<file path="config.mk">
export PLATFORM = sky130hd
export DESIGN_NAME = frame_sequencer
export DESIGN_NICKNAME = d
export VERILOG_FILES = /design/src/rtl/frame_seq_pkg.sv /design/src/rtl/rr_arbiter.sv /design/src/rtl/frame_sequencer.sv
export SDC_FILE = /design/constraint.sdc
export NUM_CORES = 1
export LEC_CHECK = 0
export ABC_AREA = 1
export BUFFER_PORTS_ARGS = -buffer_cell sky130_fd_sc_hd__clkbuf_2
export CORE_AREA = 2 2 131 133
export CTS_BUF_LIST = sky130_fd_sc_hd__clkbuf_2 sky130_fd_sc_hd__clkbuf_4 sky130_fd_sc_hd__clkbuf_8
export DETAILED_ROUTE_END_ITERATION = 6
export DIE_AREA = 0 0 133 135
export HOLD_SLACK_MARGIN = 0.15
export MAX_ROUTING_LAYER = met4
export PLACE_DENSITY_LB_ADDON = 0.25
export SETUP_SLACK_MARGIN = 0.3
export SLEW_MARGIN = 20
export SYNTH_ARGS = -nofsm -noshare
export SYNTH_HDL_FRONTEND = slang
export SYNTH_SLANG_ARGS = --single-unit
</file>
<file path="constraint.sdc">
create_clock -name clk -period 6.55 [get_ports clk]
set_input_delay 1.31 -clock clk [delete_from_list [all_inputs] [get_ports clk]]
set_output_delay 1.31 -clock clk [all_outputs]
set_load 0.01 [all_outputs]
</file>
<file path="src/rtl/frame_seq_pkg.sv">
// frame_seq_pkg: shared state encoding, coordinate widths and timing defaults
// for the frame sequencer and its round-robin arbiter.
package frame_seq_pkg;

  typedef enum logic [2:0] {
    S_IDLE   = 3'd0,
    S_CLEAR  = 3'd1,
    S_BG     = 3'd2,
    S_ARB    = 3'd3,
    S_LOAD   = 3'd4,
    S_SETTLE = 3'd5,
    S_PLOT   = 3'd6,
    S_DONE   = 3'd7
  } state_e;

  localparam int X_W  = 9;
  localparam int Y_W  = 8;
  localparam int ID_W = 2;

  localparam int CLR_CNT_W = 17;
  localparam int PIX_CNT_W = 9;

  localparam int CLEAR_CYCLES_DEF = 131072;
  localparam int SPR_PIXELS_DEF   = 256;

  // Full-screen passes write every cycle, so the VGA write enable is forced on.
  function automatic logic fullscreen_pass(input state_e s);
    return (s == S_CLEAR) || (s == S_BG);
  endfunction

endpackage

</file>
<file path="src/rtl/rr_arbiter.sv">
// rr_arbiter: combinational round-robin pick. Grants the first candidate at or
// after the pointer, wrapping from NUM_SPR-1 back to 0.
module rr_arbiter #(
  parameter int NUM_SPR = 4,
  parameter int PTR_W   = $clog2(NUM_SPR)
) (
  input  logic [NUM_SPR-1:0] cand,
  input  logic [PTR_W-1:0]   ptr,
  output logic [NUM_SPR-1:0] grant,
  output logic [PTR_W-1:0]   idx,
  output logic               any
);

  logic             found;
  logic [PTR_W-1:0] k;

  // Scan candidates starting from the pointer; first hit wins.
  always_comb begin
    grant = '0;
    idx   = '0;
    found = 1'b0;
    k     = '0;
    for (int i = 0; i < NUM_SPR; i++) begin
      k = PTR_W'((int'(ptr) + i) % NUM_SPR);
      if (!found && cand[k]) begin
        found    = 1'b1;
        grant[k] = 1'b1;
        idx      = k;
      end
    end
  end

  assign any = |cand;

endmodule

</file>
<file path="src/rtl/frame_sequencer.sv">
// frame_sequencer: per-frame draw controller. Clears the screen, optionally tiles
// the background, then plots each requesting sprite once, round-robin.
// Build option: define FRAME_SEQ_BG_EN to include the background pass; without
// it CLEAR goes straight to arbitration, ld_BG stays 0 and bg_done is ignored.
module frame_sequencer
  import frame_seq_pkg::*;
#(
  parameter int NUM_SPR      = 4,
  parameter int CLEAR_CYCLES = CLEAR_CYCLES_DEF,
  parameter int SPR_PIXELS   = SPR_PIXELS_DEF,
  parameter int SETTLE       = 1
) (
  input  logic                      clk,
  input  logic                      reset,
  input  logic                      frame_tick,
  input  logic [NUM_SPR-1:0]        req,
  input  logic [X_W*NUM_SPR-1:0]    spr_x,
  input  logic [Y_W*NUM_SPR-1:0]    spr_y,
  input  logic [ID_W*NUM_SPR-1:0]   spr_id,
  input  logic                      bg_done,
  output logic                      black,
  output logic                      ld_BG,
  output logic                      ld_coord,
  output logic                      ld_plot,
  output logic                      plot,
  output logic [X_W-1:0]            locX,
  output logic [Y_W-1:0]            locY,
  output logic [ID_W-1:0]           id2,
  output logic [NUM_SPR-1:0]        ack,
  output logic                      busy,
  output logic                      frame_done,
  output logic                      overrun
);

  localparam int PTR_W = $clog2(NUM_SPR);
  localparam logic [CLR_CNT_W-1:0] CLR_LAST = CLR_CNT_W'(CLEAR_CYCLES - 1);
  localparam logic [PIX_CNT_W-1:0] PIX_LAST = PIX_CNT_W'(SPR_PIXELS - 1);
  localparam logic [PIX_CNT_W-1:0] SET_LAST = PIX_CNT_W'(SETTLE - 1);

  state_e                 state_q, state_d;
  logic [CLR_CNT_W-1:0]   clr_cnt_q, clr_cnt_d;
  logic [PIX_CNT_W-1:0]   pix_cnt_q, pix_cnt_d;
  logic [NUM_SPR-1:0]     served_q, served_d;
  logic [PTR_W-1:0]       ptr_q, ptr_d;
  logic [X_W-1:0]         locx_q, locx_d;
  logic [Y_W-1:0]         locy_q, locy_d;
  logic [ID_W-1:0]        id_q, id_d;
  logic [NUM_SPR-1:0]     ack_q, ack_d;
  logic                   black_q, black_d;
  logic                   ld_bg_q, ld_bg_d;
  logic                   ld_coord_q, ld_coord_d;
  logic                   ld_plot_q, ld_plot_d;
  logic                   plot_q, plot_d;
  logic                   busy_q, busy_d;
  logic                   done_q, done_d;

  logic [NUM_SPR-1:0]     cand;
  logic [NUM_SPR-1:0]     arb_grant;
  logic [PTR_W-1:0]       arb_idx;
  logic                   arb_any;

`ifndef FRAME_SEQ_BG_EN
  logic unused_bg_done;
  assign unused_bg_done = bg_done;
`endif

  // Requesters already drawn this frame are masked out of arbitration.
  assign cand = req & ~served_q;

  rr_arbiter #(.NUM_SPR(NUM_SPR), .PTR_W(PTR_W)) u_arb (
    .cand  (cand),
    .ptr   (ptr_q),
    .grant (arb_grant),
    .idx   (arb_idx),
    .any   (arb_any)
  );

  // Next-state, counter and registered-output logic for the frame sequence.
  always_comb begin
    state_d   = state_q;
    clr_cnt_d = clr_cnt_q;
    pix_cnt_d = pix_cnt_q;
    served_d  = served_q;
    ptr_d     = ptr_q;
    locx_d    = locx_q;
    locy_d    = locy_q;
    id_d      = id_q;
    ack_d     = '0;
    case (state_q)
      S_IDLE: begin
        if (frame_tick) begin
          state_d   = S_CLEAR;
          served_d  = '0;
          clr_cnt_d = '0;
        end
      end
      S_CLEAR: begin
        if (clr_cnt_q == CLR_LAST) begin
          clr_cnt_d = '0;
`ifdef FRAME_SEQ_BG_EN
          state_d   = S_BG;
`else
          state_d   = S_ARB;
`endif
        end else begin
          clr_cnt_d = clr_cnt_q + 1'b1;
        end
      end
`ifdef FRAME_SEQ_BG_EN
      S_BG: begin
        if (bg_done) state_d = S_ARB;
      end
`endif
      S_ARB: begin
        if (!arb_any) begin
          state_d = S_DONE;
        end else begin
          // Capture the winner's fields now so they are on the outputs during LOAD.
          state_d  = S_LOAD;
          locx_d   = spr_x[int'(arb_idx)*X_W +: X_W];
          locy_d   = spr_y[int'(arb_idx)*Y_W +: Y_W];
          id_d     = spr_id[int'(arb_idx)*ID_W +: ID_W];
          ack_d    = arb_grant;
          served_d = served_q | arb_grant;
          ptr_d    = (int'(arb_idx) == NUM_SPR - 1) ? '0 : arb_idx + 1'b1;
        end
      end
      S_LOAD: begin
        state_d   = S_SETTLE;
        pix_cnt_d = '0;
      end
      S_SETTLE: begin
        if (pix_cnt_q == SET_LAST) begin
          pix_cnt_d = '0;
          state_d   = S_PLOT;
        end else begin
          pix_cnt_d = pix_cnt_q + 1'b1;
        end
      end
      S_PLOT: begin
        if (pix_cnt_q == PIX_LAST) begin
          pix_cnt_d = '0;
          state_d   = S_ARB;
        end else begin
          pix_cnt_d = pix_cnt_q + 1'b1;
        end
      end
      S_DONE:  state_d = S_IDLE;
      default: state_d = S_IDLE;
    endcase

    // Outputs are decoded from the next state so they line up with the state register.
    black_d    = (state_d == S_CLEAR);
`ifdef FRAME_SEQ_BG_EN
    ld_bg_d    = (state_d == S_BG);
`else
    ld_bg_d    = 1'b0;
`endif
    ld_coord_d = (state_d == S_LOAD);
    ld_plot_d  = (state_d == S_PLOT);
    // Sprite writes trail ld_plot by one cycle to match the datapath X/Y register.
    plot_d     = fullscreen_pass(state_d) | ld_plot_q;
    busy_d     = (state_d != S_IDLE);
    done_d     = (state_d == S_DONE);
  end

  // State, counters and registered outputs; reset aborts any frame in progress.
  always_ff @(posedge clk or posedge reset) begin
    if (reset) begin
      state_q    <= S_IDLE;
      clr_cnt_q  <= '0;
      pix_cnt_q  <= '0;
      served_q   <= '0;
      ptr_q      <= '0;
      locx_q     <= '0;
      locy_q     <= '0;
      id_q       <= '0;
      ack_q      <= '0;
      black_q    <= 1'b0;
      ld_bg_q    <= 1'b0;
      ld_coord_q <= 1'b0;
      ld_plot_q  <= 1'b0;
      plot_q     <= 1'b0;
      busy_q     <= 1'b0;
      done_q     <= 1'b0;
    end else begin
      state_q    <= state_d;
      clr_cnt_q  <= clr_cnt_d;
      pix_cnt_q  <= pix_cnt_d;
      served_q   <= served_d;
      ptr_q      <= ptr_d;
      locx_q     <= locx_d;
      locy_q     <= locy_d;
      id_q       <= id_d;
      ack_q      <= ack_d;
      black_q    <= black_d;
      ld_bg_q    <= ld_bg_d;
      ld_coord_q <= ld_coord_d;
      ld_plot_q  <= ld_plot_d;
      plot_q     <= plot_d;
      busy_q     <= busy_d;
      done_q     <= done_d;
    end
  end

  assign black      = black_q;
  assign ld_BG      = ld_bg_q;
  assign ld_coord   = ld_coord_q;
  assign ld_plot    = ld_plot_q;
  assign plot       = plot_q;
  assign locX       = locx_q;
  assign locY       = locy_q;
  assign id2        = id_q;
  assign ack        = ack_q;
  assign busy       = busy_q;
  assign frame_done = done_q;
  // A tick that lands while a frame is in flight is dropped and flagged at once.
  assign overrun    = frame_tick & busy_q;

endmodule
</file>
Word-level counts from Yosys, hierarchy flattened
Cells that the tools add are included.
W data, S select, Z words.
{ "totals": {"in_bits": 84, "out_inout_bits": 31, "word_cells": 122, "reg_bits": 64} }
{ "op_classes": {"eq_ne": 15, "n_addsub": 6, "n_reduce_logical": 21, "mul": 1, "order_cmp": 8, "bitwise": 8, "n_shift": 3, "mux": 45} }
{ "op_table": {"columns": ["operator", "n"], "rows": [
  ["$shiftx A36 B7 Y9", 1],
  ["$mux W17", 2],
  ["$pmux W17 S2", 1],
  ["$mux W4", 8],
  ["$shiftx A32 B6 Y8", 1],
  ["$pmux W9 S3", 1],
  ["$eq A3 B3 Y1 const B", 6],
  ["$mux W9", 2],
  ["$pmux W3 S6", 1],
  ["$add A17 B1 Y17 const B", 1],
  ["$eq A17 B17 Y1 const B", 1],
  ["$or A4 B4 Y4", 4],
  ["$lt A2 B3 Y1 const B", 4],
  ["$mux W2", 6],
  ["$mux W3", 4],
  ["$mux W1", 11],
  ["$add A9 B1 Y9 const B", 1],
  ["$eq A9 B8 Y1 const B", 1],
  ["$logic_not A9 Y1", 1],
  ["$bmux W1 S2", 4],
  ["$demux W1 S2", 4],
  ["$ge A2 B1 Y1 const B", 4],
  ["$pmux W4 S2", 1],
  ["$shiftx A8 B4 Y2", 1],
  ["20 further kinds", 36]
]} }

Longest topological paths before layout
{ "depth": {"depth_word": 17, "depth_mapped": 16, "depth_no_buf": 15} }

By module
From an unflattened synthesis, not the netlist that was laid out.
{ "unflattened": {"hier_cells": 572, "area_unflattened_um2": 4200.3} }
{ "by_module_without_submodules": {"columns": ["module", "instances", "area_per_inst_um2", "cells_each", "seq_area_each_um2"], "rows": [
  ["frame_sequencer", 1, 3717.3, 489, 1601.5],
  ["rr_arbiter", 1, 483.0, 83, 0.0]
]} }

Worst setup path after synthesis
Ideal clock, no wire load.
{ "synth_path": {"kind": "input port to output port", "startpoint": "in frame_tick", "endpoint": "out overrun", "t_arrival_ns": 1.423, "required_ns": 5.240, "cell_stages": 2, "slack_ns": 3.817, "n_path_buf": 0, "cell_sequence": "nand2_1 inv_1"} }
{ "synth_between": {"elab_chain_len": 1} }
{ "synth_rtl": {"columns": ["item", "line_no", "text"], "rows": [
  ["start, declared", "frame_sequencer.sv:15", "input logic frame_tick,"],
  ["$and A1 B1 Y1", "frame_sequencer.sv:218", "assign overrun = frame_tick & busy_q;"],
  ["end, declared", "frame_sequencer.sv:32", "output logic overrun"]
]} }
No other way between the ends.

Worst setup path after layout
{ "layout_path": {"startpoint": "in req[1]", "endpoint": "reg locy_q[3], in the netlist locY[3]"} }
{ "layout_between": {"elab_chain_len": 14, "elab_cells_between_ends": 25, "cone_classes": "shift: 1; mux: 15; bitwise: 1; reduce/logical: 8"} }
{ "layout_rtl": {"columns": ["item", "line_no", "text"], "rows": [
  ["start, declared", "frame_sequencer.sv:16", "input logic [NUM_SPR-1:0] req,"],
  ["$and A4 B4 Y4 (*)", "frame_sequencer.sv:68", "assign cand = req & ~served_q;"],
  ["$bmux W1 S2", "rr_arbiter.sv:25", "if (!found && cand[k]) begin"],
  ["$mux W1 (not written as such)", "rr_arbiter.sv:25", null],
  ["$mux W1", "rr_arbiter.sv:25", null],
  ["$logic_not A1 Y1", "rr_arbiter.sv:25", null],
  ["$logic_and A1 B1 Y1", "rr_arbiter.sv:25", null],
  ["$mux W1", "rr_arbiter.sv:25", null],
  ["$logic_not A1 Y1", "rr_arbiter.sv:25", null],
  ["$logic_and A1 B1 Y1", "rr_arbiter.sv:25", null],
  ["$mux W1", "rr_arbiter.sv:25", null],
  ["$logic_not A1 Y1", "rr_arbiter.sv:25", null],
  ["$logic_and A1 B1 Y1", "rr_arbiter.sv:25", null],
  ["$mux W2", "rr_arbiter.sv:25", null],
  ["$shiftx A32 B6 Y8", "frame_sequencer.sv:121", "locy_d = spr_y[int'(arb_idx)*Y_W +: Y_W];"],
  ["end signal, assigned", "frame_sequencer.sv:193", "locy_q <= locy_d;"],
  ["end, declared", "frame_sequencer.sv:46", "logic [Y_W-1:0] locy_q, locy_d;"]
]} }
Mark *: on every way between the ends. The rest lies on a longest branch, timed or not. The select of a mux whose other input is x is not followed.
A chain may end at the register's enable or synchronous reset.

==> impl_metrics.csv <==
group,metric,value,unit
outcome,status,"complete, no violations",
setup_path,start_kind,"input port",
synth,avgSynthCellArea,6.70,µm²
detailed_routing,vias,4147,
synth,synth-async-reset-ratio,1.00,
synth,post-synth-top-area-cell,"dfrtp_1",
finish,final_nets,863,
setup_path,rr_worst_depth,14,
hold_path,holdCritPathClass,"reg2reg",
power,peakVddDrop,175,µV
setup_path,cp.required,6790,ps
detailed_routing,top_layer,"met4",
run,maxCapViolations,0,
finish,num-fill-cells,1797,
sta,maxSlewViolCount,0,
sta,fin_crit_sh,0.570,
sta,clock.fmax,268,MHz
die,die_w,133,µm
sta,setup_ws,2820,ps
sta,timing.hold.ws,483,ps
power,power.total,2.50,mW
synth,netlist_area,0.00442,mm²
finish,area_growth,21.1,%
sta,period_minus_slack,3730,ps
die,die_y,135,µm
sta,grt_setup_unrepaired,"false",
detailed_routing,wirelength_met1,5.36,mm
die,ios,115,
finish,n_antenna_cell,0,
detailed_routing,dr.pass1.iters,4,
detailed_routing,met2_length,4.56,mm
place,hpwl,8.15,mm
place,place_ws,2470,ps
synth,muxShareOfSynthArea,0,
clock_network,worstSkewPairLatency,360,ps
sta,max_slew_margin,0.355,
global_route,grt_pass1_vias,4030,
sta,hold_viol,0,
setup_path,end_kind,"flop",
synth,synthTopCellsByCount,"nand2_1 (196), inv_1 (143), nand3_1 (83)",
clock_network,clockBufferDepth,2,
synth,synth_top_family_by_area,"simple AND/OR/NAND/NOR gates",
global_route,grt_util_all_layers,0.131,
sta,fin_skew,9.64,ps
sta,tns,0,ps
synth,ys.flop_type,"dfrtp_1",
setup_path,critPathLaunch,"req[1]",
global_route,grt_max_degree,65,
synth,synthSimpleGateAreaFrac,0.361,
detailed_routing,wl_met3,648,µm
global_route,overflow,0,
synth,yosysSeqAreaShare,0.362,
synth,ys_top_cells_by_area,"dfrtp_1 (36%), nand2_1 (17%), inv_1 (12%)",
synth,synth_cell_types,37,
die,initial_core_util,0.270,
power,total_leakage_power,3.13,nW
setup_path,reg2reg_to,"locY[3]",
setup_path,regToRegSetupSlack,2910,ps
place,gp_congestion,0.775,
synth,yosysWarnings,0,
sta,finalSetupViolCount,0,
synth,synthXorXnorAreaFrac,0.00396,
die,die-area,0.0180,mm²
clock_network,cts_hold_buffers,0,
sta,worst_pin_slew,967,ps
setup_path,criticalPathCategory,"in2reg",
place,port-buffer-count,112,
setup_path,cp.arrival,3980,ps
global_route,antenna_found_initial,0,
clock_network,cts_made_buffers,9,
global_route,grt_pass1_wl,18.9,mm
detailed_routing,first_iter_violations,209,
clock_network,cts_setup_buffers,0,
clock_network,cts_root_buf,"clkbuf_8",
clock_network,cts.sink_count,64,
synth,yosysMostFrequentCell,"nand2_1",
synth,syn_nets,758,
clock_network,clk_pin_slew,80,ps
setup_path,path_max_fanout,39,
detailed_routing,drtAntennaViolNets,0,
die,floorplan.core_area,0.0164,mm²
detailed_routing,drt_wl_total,10.8,mm
power,powerDensity,468,mW/mm²
detailed_routing,viasPerCell,4.19,
clock_network,cts_tree,"yes",
clock_network,ctsResizeCount,0,
die,row_count,47,
finish,drive_gt1_frac,0.212,
detailed_routing,drc,0,
synth,synthCells,660,
detailed_routing,avgRoutedWirePerCell,10.9,µm
synth,synth_top_area_frac,0.362,
setup_path,setup.worst_path.end,"locY[3]",
synth,synth_fa_ha_area_frac,0.0396,
synth,synth_seq_cells,64,
clock_network,htree_num_levels,3,
synth,synth_edf_count,0,
synth,synth-compound-area-share,0.0710,
==> where the power goes <==
group,switching (mW),leakage [nW],internal (mW)
Clock,0.170,0.110,0.215
Sequential,0.0749,0.848,0.494
Combinational,1.04,2.17,0.510
Total,1.28,3.13,1.22
==> cells by family after synthesis <==
| group | after synthesis |
|---|---|
| buf+inv | 170 |
| fa+ha+maj | 14 |
| xor+xnor | 2 |
| compound gates | 54 |
| other cells | 1 |
| flops | 64 |
| simple gates | 355 |
==> final cells by class <==
class / count / area [µm²] / share of cell area
multi-input cells: 426 / 2110 / 0.394
flip-flops and latches: 64 / 1600 / 0.299
well taps: 220 / 275 / 0.0514
clock inverters: 7 / 95.1 / 0.0178
clock buffers: 9 / 124 / 0.0231
inverters: 147 / 552 / 0.103
repair buffers: 117 / 598 / 0.112
==> stage by stage <==
stage / std cells / util / instance area [µm²]
4_1_cts: 990 / 0.326 / 5350
6_report: 990 / 0.326 / 5350
3_3_place_gp: 974 / 0.313 / 5130
2_1_floorplan: 660 / - / 4420
5_1_grt: 990 / 0.326 / 5350
3_5_place_dp: 974 / 0.313 / 5130
==> worst min-delay path by stage <==
stage | start | end | cells after the start
after floorplan | clr_cnt_q[11] | clr_cnt_q[11] | 2
after global placement | locY[5] | locY[5] | 2
after detailed placement | locY[5] | locY[5] | 2
after CTS | locY[5] | locY[5] | 2
after global routing | locX[5] | locX[5] | 2
final | locY[5] | locY[5] | 2
==> flip-flops by register name, summed over array words and instances (netlist names), named ones only <==
| register | cells |
|---|---|
| clr_cnt_q | 17 |
| locX | 9 |
| pix_cnt_q | 9 |
| locY | 8 |
| ack | 4 |
| served_q | 4 |
| state_q | 3 |
| id2 | 2 |
| black | 1 |
| busy | 1 |
| frame_done | 1 |
| ld_coord | 1 |
| ld_plot | 1 |
| plot | 1 |
| ptr_q | 1 |
==> placed cells by master (no fill, tap or decap), types with 2 or more instances in the layout <==
master and count:
nor2_1 36, nand2_1 196, buf_4 5, o21ai_1 3
o2111ai_1 2, inv_2 4, nand2_2 4, xnor2_1 2
nand3_2 14, clkbuf_8 9, nand3_1 83, nor3_1 6
inv_1 142, a211oi_1 2, a21oi_1 22, ha_1 14
a31oi_1 2, a22oi_1 3, nand4_1 6, dfrtp_1 64
bufinv_16 2, o22ai_1 5, clkinv_2 2, o21ai_0 10
and3_1 2, clkbuf_2 112, nor2_2 4
==> metal layers <==
metal / global-route usage / vias up
li1: - / 2238
met5: - / -
met1: 0.177 / 1794
met3: 0.0282 / 12
met4: 0.0460 / 0
met2: 0.192 / 103
==> critical path, cell delays in order <==
cell and delay [ps]:
clkbuf_2 100, inv_1 40, nor2_1 130, nand2_1 110
nand3_1 90, nand2_1 70, nor2_1 150, nand3_2 620
nand2_1 550, buf_4 390, nand2_1 90, nand3_1 80
nand2_1 70, nand2_1 90, nand2_1 70
(Power assumes the default switching activity.)
